$ cat src/rtl/uart_pkg.sv
// uart_pkg -- shared definitions for the UART receive path.
//   - default tx_clk frequency and line baud rate
//   - baud_cnt_max / baud_half: per-bit and mid-bit cycle counts
//   - rx_state_t: receiver state encoding
package uart_pkg;

    localparam int unsigned CLK_FREQ_DEF = 50_000_000;
    localparam int unsigned UART_BPS_DEF = 115_200;

    // Clock cycles per bit (integer division, 434 at the defaults).
    function automatic int unsigned baud_cnt_max(input int unsigned clk_freq,
                                                 input int unsigned uart_bps);
        return clk_freq / uart_bps;
    endfunction

    // Mid-bit offset used as the sample point (217 at the defaults).
    function automatic int unsigned baud_half(input int unsigned clk_freq,
                                              input int unsigned uart_bps);
        return baud_cnt_max(clk_freq, uart_bps) / 2;
    endfunction

    typedef enum logic [1:0] {
        IDLE  = 2'd0,
        START = 2'd1,
        DATA  = 2'd2,
        STOP  = 2'd3
    } rx_state_t;

endpackage

$ cat src/rtl/uart_sync.sv
// uart_sync -- two-flop synchronizer for the asynchronous serial line plus a
// falling-edge detector on the synchronized value.
// Ports:
//   tx_clk    in   clock, rising edge
//   rst_n     in   asynchronous active-low reset
//   uart_rxd  in   raw serial line (asynchronous, idle high)
//   rxd_s     out  second-stage synchronized line
//   fall      out  rxd_s was 1 last cycle and is 0 now
module uart_sync (
    input  logic tx_clk,
    input  logic rst_n,
    input  logic uart_rxd,
    output logic rxd_s,
    output logic fall
);

    logic sync_1;
    logic rxd_prev;

    // All three flops reset to the idle-line level.
    always_ff @(posedge tx_clk or negedge rst_n) begin
        if (!rst_n) begin
            sync_1   <= 1'b1;
            rxd_s    <= 1'b1;
            rxd_prev <= 1'b1;
        end else begin
            sync_1   <= uart_rxd;
            rxd_s    <= sync_1;
            rxd_prev <= rxd_s;
        end
    end

    assign fall = rxd_prev & ~rxd_s;

endmodule

$ cat src/rtl/uart_rx.sv
// uart_rx -- 8N1, LSB-first UART receiver clocked by tx_clk.
// Each bit is sampled once at mid-bit; a start bit that is high again at its
// mid-bit is treated as a glitch and dropped silently.
// Ports:
//   tx_clk          in   clock, rising edge
//   rst_n           in   asynchronous active-low reset
//   uart_rxd        in   serial line, idle high
//   uart_rx_data    out  last correctly framed byte, held until the next one
//   uart_rx_done    out  one-cycle pulse, uart_rx_data updated this cycle
//   uart_rx_busy    out  high while a frame is being received
//   uart_frame_err  out  one-cycle pulse, stop bit sampled low
//   rx_state        out  current receiver state (observation only)
module uart_rx
    import uart_pkg::*;
#(
    parameter int unsigned CLK_FREQ = CLK_FREQ_DEF,
    parameter int unsigned UART_BPS = UART_BPS_DEF
) (
    input  logic       tx_clk,
    input  logic       rst_n,
    input  logic       uart_rxd,
    output logic [7:0] uart_rx_data,
    output logic       uart_rx_done,
    output logic       uart_rx_busy,
    output logic       uart_frame_err,
    output rx_state_t  rx_state
);

    localparam int unsigned BAUD_CNT_MAX = baud_cnt_max(CLK_FREQ, UART_BPS);
    localparam int unsigned BAUD_HALF    = baud_half(CLK_FREQ, UART_BPS);

    localparam logic [15:0] CNT_LAST   = 16'(BAUD_CNT_MAX - 1);
    // baud_cnt is cleared on the start edge, so the edge that loads
    // BAUD_HALF into it is the one where the count currently reads
    // BAUD_HALF-1. Acting on that edge puts sample k exactly
    // BAUD_HALF + k*BAUD_CNT_MAX cycles after the start edge.
    localparam logic [15:0] CNT_SAMPLE = 16'(BAUD_HALF - 1);

    logic        rxd_s;
    logic        fall;
    rx_state_t   state;
    rx_state_t   state_next;
    logic [15:0] baud_cnt;
    logic [2:0]  bit_cnt;
    logic [7:0]  shift_reg;
    logic        sample;

    uart_sync u_sync (
        .tx_clk   (tx_clk),
        .rst_n    (rst_n),
        .uart_rxd (uart_rxd),
        .rxd_s    (rxd_s),
        .fall     (fall)
    );

    assign sample   = (baud_cnt == CNT_SAMPLE);
    assign rx_state = state;

    // State register.
    always_ff @(posedge tx_clk or negedge rst_n) begin
        if (!rst_n) begin
            state <= IDLE;
        end else begin
            state <= state_next;
        end
    end

    // Next-state logic. Falls on rxd_s only matter in IDLE.
    always_comb begin
        state_next = state;
        case (state)
            IDLE: begin
                if (fall) begin
                    state_next = START;
                end
            end
            START: begin
                if (sample) begin
                    state_next = rxd_s ? IDLE : DATA;
                end
            end
            DATA: begin
                if (sample && (bit_cnt == 3'd7)) begin
                    state_next = STOP;
                end
            end
            STOP: begin
                if (sample) begin
                    state_next = IDLE;
                end
            end
            default: state_next = IDLE;
        endcase
    end

    // Counters, shift register and registered outputs.
    always_ff @(posedge tx_clk or negedge rst_n) begin
        if (!rst_n) begin
            baud_cnt       <= 16'd0;
            bit_cnt        <= 3'd0;
            shift_reg      <= 8'h00;
            uart_rx_data   <= 8'h00;
            uart_rx_done   <= 1'b0;
            uart_frame_err <= 1'b0;
            uart_rx_busy   <= 1'b0;
        end else begin
            uart_rx_done   <= 1'b0;
            uart_frame_err <= 1'b0;
            uart_rx_busy   <= (state_next != IDLE);

            // Held at zero in IDLE, so it starts from 0 on the start edge.
            if (state == IDLE) begin
                baud_cnt <= 16'd0;
            end else if (baud_cnt == CNT_LAST) begin
                baud_cnt <= 16'd0;
            end else begin
                baud_cnt <= baud_cnt + 16'd1;
            end

            if (sample) begin
                case (state)
                    START: begin
                        if (!rxd_s) begin
                            bit_cnt <= 3'd0;
                        end
                    end
                    DATA: begin
                        shift_reg[bit_cnt] <= rxd_s;
                        if (bit_cnt == 3'd7) begin
                            bit_cnt <= 3'd0;
                        end else begin
                            bit_cnt <= bit_cnt + 3'd1;
                        end
                    end
                    STOP: begin
                        if (rxd_s) begin
                            uart_rx_data <= shift_reg;
                            uart_rx_done <= 1'b1;
                        end else begin
                            uart_frame_err <= 1'b1;
                        end
                    end
                    default: ;
                endcase
            end
        end
    end

endmodule

$ cat config.mk
export PLATFORM = sky130hd
export DESIGN_NAME = uart_rx
export DESIGN_NICKNAME = d
export VERILOG_FILES = /design/src/rtl/uart_pkg.sv /design/src/rtl/uart_sync.sv /design/src/rtl/uart_rx.sv
export SDC_FILE = /design/constraint.sdc
export NUM_CORES = 1
export LEC_CHECK = 0
export BUFFER_PORTS_ARGS = -buffer_cell sky130_fd_sc_hd__buf_2
export CAP_MARGIN = 20
export CELL_PAD_IN_SITES_DETAIL_PLACEMENT = 2
export CELL_PAD_IN_SITES_GLOBAL_PLACEMENT = 2
export CORE_AREA = 4 4 62 106
export CTS_BUF_LIST = sky130_fd_sc_hd__clkbuf_2 sky130_fd_sc_hd__clkbuf_4 sky130_fd_sc_hd__clkbuf_8
export CTS_CLUSTER_SIZE = 20
export DETAILED_ROUTE_END_ITERATION = 10
export DIE_AREA = 0 0 66 110
export GPL_TIMING_DRIVEN = 1
export HOLD_SLACK_MARGIN = 0.06
export PLACE_DENSITY_LB_ADDON = 0.2
export REMOVE_ABC_BUFFERS = 1
export SYNTH_ARGS = -nofsm -noshare
export SYNTH_HDL_FRONTEND = slang
export SYNTH_SLANG_ARGS = --single-unit
$ cat constraint.sdc
create_clock -name tx_clk -period 1.8 [get_ports tx_clk]
set_input_delay 0.36 -clock tx_clk [delete_from_list [all_inputs] [get_ports tx_clk]]
set_output_delay 0.36 -clock tx_clk [all_outputs]
set_load 0.01 [all_outputs]
==> reports/results.ini, run 1 <==
[status]
status=finished with violations
violations=negative setup slack

[grt]
grt.overflow.total=0
antenna_found_initial=0
first_global_vias=1905
grt_use_total_pct=18.30
grt_pass1_wl_mm=9.929
grt_max_degree=26

[floorplan]
start_util_pct=36.09
die-area_um2=7260
coreArea_um2=5630
die_width_um=66
core.rowCount=36
dieHeight_um=110
io_pins=16

[clock_network]
clk_pin_slew_ns=0.09
cts_max_level=2
insertion_delay_ns=0.30
clock_sinks=43
cts_tree=yes
cts-root-buf=clkbuf_8
clockBufferDepth=2
numCtsBuffers=5

[power_and_ir_drop]
power.switching_uw=712.9
combinationalPowerShare_pct=23.2
clkPwrFrac_pct=32.1
p_int_uw=1760
powerDensity_nw_per_um2=890.4
vdd_drop_max_mv=0.4871
pwr-share-seq_pct=44.7
leakage_uw=0.001244
switching_share_pct=28.82

[timing]
hold_viol=0
hold_ws_ns=0.1543
fin_crit_sh_pct=106.7
setup_violations=14
fmax_ghz=0.5205
timing.setup.tns_ns=-1.098
slew_violations=0
setup_ws_ns=-0.1211
layout_min_cycle_time_ns=1.921
skew_ns=0.008376
tightest_slew_ns=0.5269
grt_setup_unrepaired=true
slew-limit-headroom_pct=64.88

[logic_synthesis]
synthCells=186
synth-main-ff-cell=dfrtp_1
yosys_warnings=0
avgSynthCellArea_um2=10.92
synth_top_family_by_area=simple AND/OR/NAND/NOR gates
synth-edff-count=0
synthArstFlopShare_pct=100.0
syn_area_um2=2032
synth_compound_area_share_pct=3.818
muxShareOfSynthArea_pct=9.298
synth_xor_xnor_area_share_pct=6.034
synthAdderAreaFrac_pct=3.079
ys_ff_latch=43
synthDistinctLibCells=33
yosysSeqAreaShare_pct=53.14
synth-simple-area-share_pct=20.94

[detailed_routing]
drt_iter0_markers=56
drc=0
vias_per_cell=5.142
wire_per_inst_um=20.27
drt-total-wl_mm=6.284
dr_total_vias=1594
final_antenna_net_count=0
dr.pass1.iters=4

[worst_setup_path]
crit_arrival_ns=2.10
required_ns=1.98
reg2reg_to=bit_cnt[0]
endpoint_kind=flop
critPathKind=flop to flop
cp_max_fo=8
crit_end=bit_cnt[0]
r2r-start=baud_cnt[0]
ff2ff_path_depth=8
crit_path_start=baud_cnt[0]
cp-start-kind=flop
r2r_setup_slack_ns=-0.12

[placement]
place_congestion=0.7696
dpl.hpwl_mm=4.144
io_buffers=15

[cells_and_area]
final_layout_size_suffix_gt1_share_pct=42.74
syn_to_final_growth_pct=36.70
largest_reg_flops=16
final_common_cell=dfrtp_1
fill_cells=571
final_cell_mix=40 x dfrtp_1, 27 x buf_4, 23 x nor2_1, 15 x buf_2, 13 x xnor2_1
nNetsFinal=241
antenna_cells=0

[job]
maxCapViolCount=0

[worst_hold_path]
hold_class=primary input to flop

## how the worst min path moves through the flow
stage                     slack (ns)          start             to  cells after the start
final                           0.15       uart_rxd  u_sync.sync_1                      1
after global routing            0.14       uart_rxd  u_sync.sync_1                      1
after CTS                       0.14       uart_rxd  u_sync.sync_1                      1
after detailed placement        0.35  u_sync.sync_1   u_sync.rxd_s                      0
after global placement          0.35          rst_n     bit_cnt[2]                      1
after floorplan                 0.06          rst_n    baud_cnt[0]                      0
## critical path, cell delays in order (launching register included)
cell and delay [ns]:
dfrtp_1 0.41, inv_2 0.09, ha_4 0.13, and4b_2 0.28, nand4_4 0.17, buf_6 0.17
buf_4 0.16, o21ai_0 0.27, nand3_2 0.12
## layout make-up
type                    instances  area [um^2]  share of cell area, %
flip-flops and latches         43         1080                  38.87
multi-input cells             126         1060                  38.15
repair buffers                 49        395.4                  14.23
well taps                      76        95.09                  3.423
clock buffers                   6        82.58                  2.973
clock inverters                 2        35.03                  1.261
inverters                       8        30.03                  1.081
## power by group through the flow
stage / clock network (uW) / logic [uW] / registers (uW)
global placement: 0 / 457 / 1110
floorplan: 0 / 195 / 1150
CTS: 818 / 520 / 1110
detailed placement: 0 / 486 / 1120
finish: 794 / 574 / 1100
global route: 872 / 643 / 1120
## cell families after synthesis
| family | after synthesis |
|---|---|
| adders and majority gates | 5 |
| and+or+nand+nor | 77 |
| AOI/OAI and AO/OA | 13 |
| muxes | 17 |
| DFF | 43 |
| xor gates and xnor gates | 14 |
| buffers and inverters | 17 |
## routing by layer
metal	global-route usage, %	routed length [um]
met3	2.434	86
met2	36.47	3852
met1	18.74	2245
met4	6.686	99
met5	0	0
## cells in the mapped netlist, types with 2 or more instances
cell type	number	area, um^2
xnor2_1	13	113.9
nor2_1	25	93.84
dfrtp_1	40	1001
mux2_2	15	168.9
o21ai_0	5	25.02
clkbuf_1	5	18.77
buf_2	3	15.01
nand2b_1	3	18.77
nand2_1	7	26.28
nand3_1	11	55.05
dfstp_2	3	78.83
a21oi_1	5	25.02
nand4_1	5	31.28
ha_1	5	62.56
nor3b_1	2	15.01
inv_1	8	30.03
mux2i_1	2	20.02
nor4_1	4	25.02
or4_1	2	15.01
nor3_1	9	45.04
and4b_1	2	20.02
## what timing repair did
action / 4_1_cts / 5_1_grt
pin swaps: 4 / 3
buffers inserted: 1 / 1
hold endpoints to repair: 15 / 0
setup endpoints to repair: 14 / 20
hold buffers: 1 / 0
gates cloned: 0 / 1
resized for setup: 16 / 27
## metrics by stage
stage	utilization, %	area [um^2]	setup WS [ns]	power (uW)	std cells
finish	49.33	2778	-0.1211	2473	310
detailed placement	43.11	2427	-0.1510	1606	299
CTS	46.84	2638	-0.03037	2444	309
global route	49.33	2778	-0.2232	2636	310
global placement	43.11	2427	-0.05214	1571	299
floorplan	-	1987	-0.1602	1340	177
Note: power is estimated with default switching activity, not from simulation.
==> run 2, diff against run 1 <==
--- a/config.mk
+++ b/config.mk
@@ -5,15 +5,16 @@
 export SDC_FILE = /design/constraint.sdc
 export NUM_CORES = 1
 export LEC_CHECK = 0
+export ABC_AREA = 1
 export BUFFER_PORTS_ARGS = -buffer_cell sky130_fd_sc_hd__buf_2
 export CAP_MARGIN = 20
 export CELL_PAD_IN_SITES_DETAIL_PLACEMENT = 2
 export CELL_PAD_IN_SITES_GLOBAL_PLACEMENT = 2
-export CORE_AREA = 4 4 62 106
+export CORE_AREA = 4 4 67 116
 export CTS_BUF_LIST = sky130_fd_sc_hd__clkbuf_2 sky130_fd_sc_hd__clkbuf_4 sky130_fd_sc_hd__clkbuf_8
 export CTS_CLUSTER_SIZE = 20
 export DETAILED_ROUTE_END_ITERATION = 10
-export DIE_AREA = 0 0 66 110
+export DIE_AREA = 0 0 71 120
 export GPL_TIMING_DRIVEN = 1
 export HOLD_SLACK_MARGIN = 0.06
 export PLACE_DENSITY_LB_ADDON = 0.2
==> reports/results.ini, run 2 <==
[logic_synthesis]
synth_top_area_cell=dfrtp_1
synthCells=283  ; +52%
synth-main-ff-cell=dfrtp_1
synth-edff-count=0  ; unchanged
ys_ff_latch=43  ; unchanged
yosysSeqAreaShare_pct=48.78  ; -4.4 points
synthArstFlopShare_pct=100.0  ; unchanged
ys_top_cells_by_count=97 x nand2_1, 53 x nor2_1, 40 x dfrtp_1
synthDistinctLibCells=26  ; -21%
yosysMostFrequentCell=nand2_1
avgSynthCellArea_um2=7.821  ; -28%
yosys.area.top_type_share_pct=45.22  ; -4.0 points
synthTopCellsByArea=dfrtp_1 45%, nand2_1 16%, nor2_1 9.0%
syn_area_um2=2213  ; +8.9%
yosys_warnings=0  ; unchanged

[job]
maxCapViolCount=0  ; unchanged

[cells_and_area]
final_layout_size_suffix_gt1_share_pct=16.46  ; -26 points
final_cell_mix=97 x nand2_1, 53 x nor2_1, 40 x dfrtp_1, 25 x inv_1, 24 x nand3_1
fin_area_um2=2603  ; -6.3%
fill_cells=856  ; +50%
largest_reg_flops=16  ; unchanged
nNetsFinal=323  ; +34%
antenna_cells=0  ; unchanged
syn_to_final_growth_pct=17.58
final_util_pct=38.24  ; -11 points
seq_area_um2=1080  ; unchanged
multi_input_area_um2=1013  ; -4.4%
final_common_cell=nand2_1

[timing]
grt_setup_unrepaired=false
slew_violations=0  ; unchanged
tightest_slew_ns=0.5369  ; +0.01004 ns
hold_viol=0  ; unchanged
timing.setup.tns_ns=0  ; +1.098 ns
skew_ns=0.01212  ; +0.003749 ns
layout_min_cycle_time_ns=1.630  ; -0.2916 ns
fmax_ghz=0.6137  ; +18%
slew-limit-headroom_pct=63.93  ; -0.94 points
setup_violations=0  ; -14
fin_crit_sh_pct=90.53  ; -16 points
hold_ws_ns=0.1462  ; -0.008127 ns

[clock_network]
clock_sinks=43  ; unchanged
clockBufferDepth=2  ; unchanged
cts-root-buf=clkbuf_8
post_cts_buffers=0  ; -1
clk_pin_slew_ns=0.09  ; about the same
numCtsBuffers=5  ; unchanged
cts_tree=yes
ctsResizeCount=0  ; -16
insertion_delay_ns=0.31  ; about the same
cts_max_level=2  ; unchanged

[grt]
grt.overflow.total=0  ; unchanged
grt_pass1_wl_mm=10.96  ; +10%
grt_use_total_pct=16.81  ; -1.5 points
antenna_found_initial=0  ; unchanged
grt_max_degree=27  ; +3.8%
first_global_vias=2148  ; +13%

[placement]
io_buffers=15  ; unchanged
placed_cell_area_um2=2467  ; +1.6%
dpl.hpwl_mm=5.116  ; +23%
place_congestion=0.7743  ; +0.61%

[worst_setup_path]
crit_end=baud_cnt[14]
crit_arrival_ns=1.82  ; -0.28 ns
cp_max_fo=6  ; -2
endpoint_kind=flop
r2r_setup_slack_ns=0.17  ; +0.29 ns
cp-start-kind=flop
r2r-start=baud_cnt[0]
required_ns=1.99  ; about the same
reg2reg_to=baud_cnt[14]
ff2ff_path_depth=7  ; -1
critPathKind=flop to flop
crit_path_start=baud_cnt[0]

[floorplan]
die_width_um=71  ; +7.6%
core.rowCount=40  ; +11%
dieHeight_um=120  ; +9.1%
io_pins=16  ; unchanged
die-area_um2=8520  ; +17%
start_util_pct=32.52  ; -3.6 points
coreArea_um2=6807  ; +21%

[power_and_ir_drop]
power.total_uw=2339  ; -5.4%
powerDensity_nw_per_um2=898.7  ; +0.94%
vdd_drop_max_mv=0.5654  ; +16%
leakage_uw=0.001340  ; +7.7%

[status]
status=finished, final reports clean

[worst_hold_path]
hold_class=primary input to flop
min_path_cells=1  ; unchanged
hold_start=uart_rxd

[detailed_routing]
dr_total_vias=1902  ; +19%
drc=0  ; unchanged
drt_iter0_markers=42  ; -25%
wire_per_inst_um=16.49  ; -19%
final_antenna_net_count=0  ; unchanged
dr.pass1.iters=4  ; unchanged
drt-total-wl_mm=6.596  ; +5.0%
vias_per_cell=4.755  ; -7.5%

-- run 2: changes by cell type after synthesis, sizes merged, moves of 4 or more --
cell,delta
nor3,-5
nand2,+93
xor2,+6
nor4,-5
nor2,+34
nand3,+13
clkbuf,-4
inv,+18
o21ai,-5
mux2,-15
xnor2,-11
-- run 2: final cells by class --
cell class | instances | share of cell area (%)
Multi-Input combinational cell | 210 | 38.94
Clock inverter | 1 | 1.154
Timing Repair Buffer | 28 | 7.212
Sequential cell | 43 | 41.49
Inverter | 27 | 3.942
Tap cell | 84 | 4.038
Clock buffer | 7 | 3.221
-- run 2: report_power, final --
group          switching [uW]  leakage, uW  total [uW]  internal (uW)
Combinational             273     0.000706         429            156
Clock                     354    0.0000593         800            446
Sequential               76.0     0.000575        1110           1030
Total                     703      0.00134        2340           1640
-- run 2: cell families after synthesis --
logic type / synth area share (%)
AND/OR/NAND/NOR: 38.44
flip-flops: 48.78
buffers and inverters: 5.935
XOR/XNOR: 3.562
adder cells (fa/ha/maj): 2.826
AO/OA/AOI/OAI: 0.4523
-- run 2: stage by stage --
step | std cells | worst slack [ns]
after global routing | 400 | 0.02247
after CTS | 399 | 0.1442
after floorplan | 279 | 0.3258
after global placement | 390 | 0.2045
final | 400 | 0.1705
after detailed placement | 390 | 0.1671
-- run 2: critical path: stages, from the launching register on --
cell     delay (ns)
dfrtp_1        0.36
buf_4          0.15
ha_1           0.17
inv_1          0.06
nor3_1         0.47
nand3_1        0.14
nand2_1        0.09
a21oi_1        0.06
-- run 2: timing repair --
action / CTS / global route
hold buffers: 1 / 0
setup endpoints to repair: 0 / 2
hold endpoints to repair: 14 / 0
-- run 2: layer usage --
metal  vias to the layer above  track usage (%)  routed length [um]
met5                         -                0                   0
met4                         0            5.647                 102
met3                         6            2.850                  93
met2                        17            34.30                4091
met1                       951            16.09                2309
li1                        928                -                   -
-- run 2: how the worst min path moves through the flow --
stage | end | slack [ns]
final | u_sync.sync_1 | 0.15
after CTS | u_sync.sync_1 | 0.13
after detailed placement | baud_cnt[15] | 0.33
after floorplan | baud_cnt[0] | 0.06
after global routing | u_sync.sync_1 | 0.14
after global placement | baud_cnt[15] | 0.33
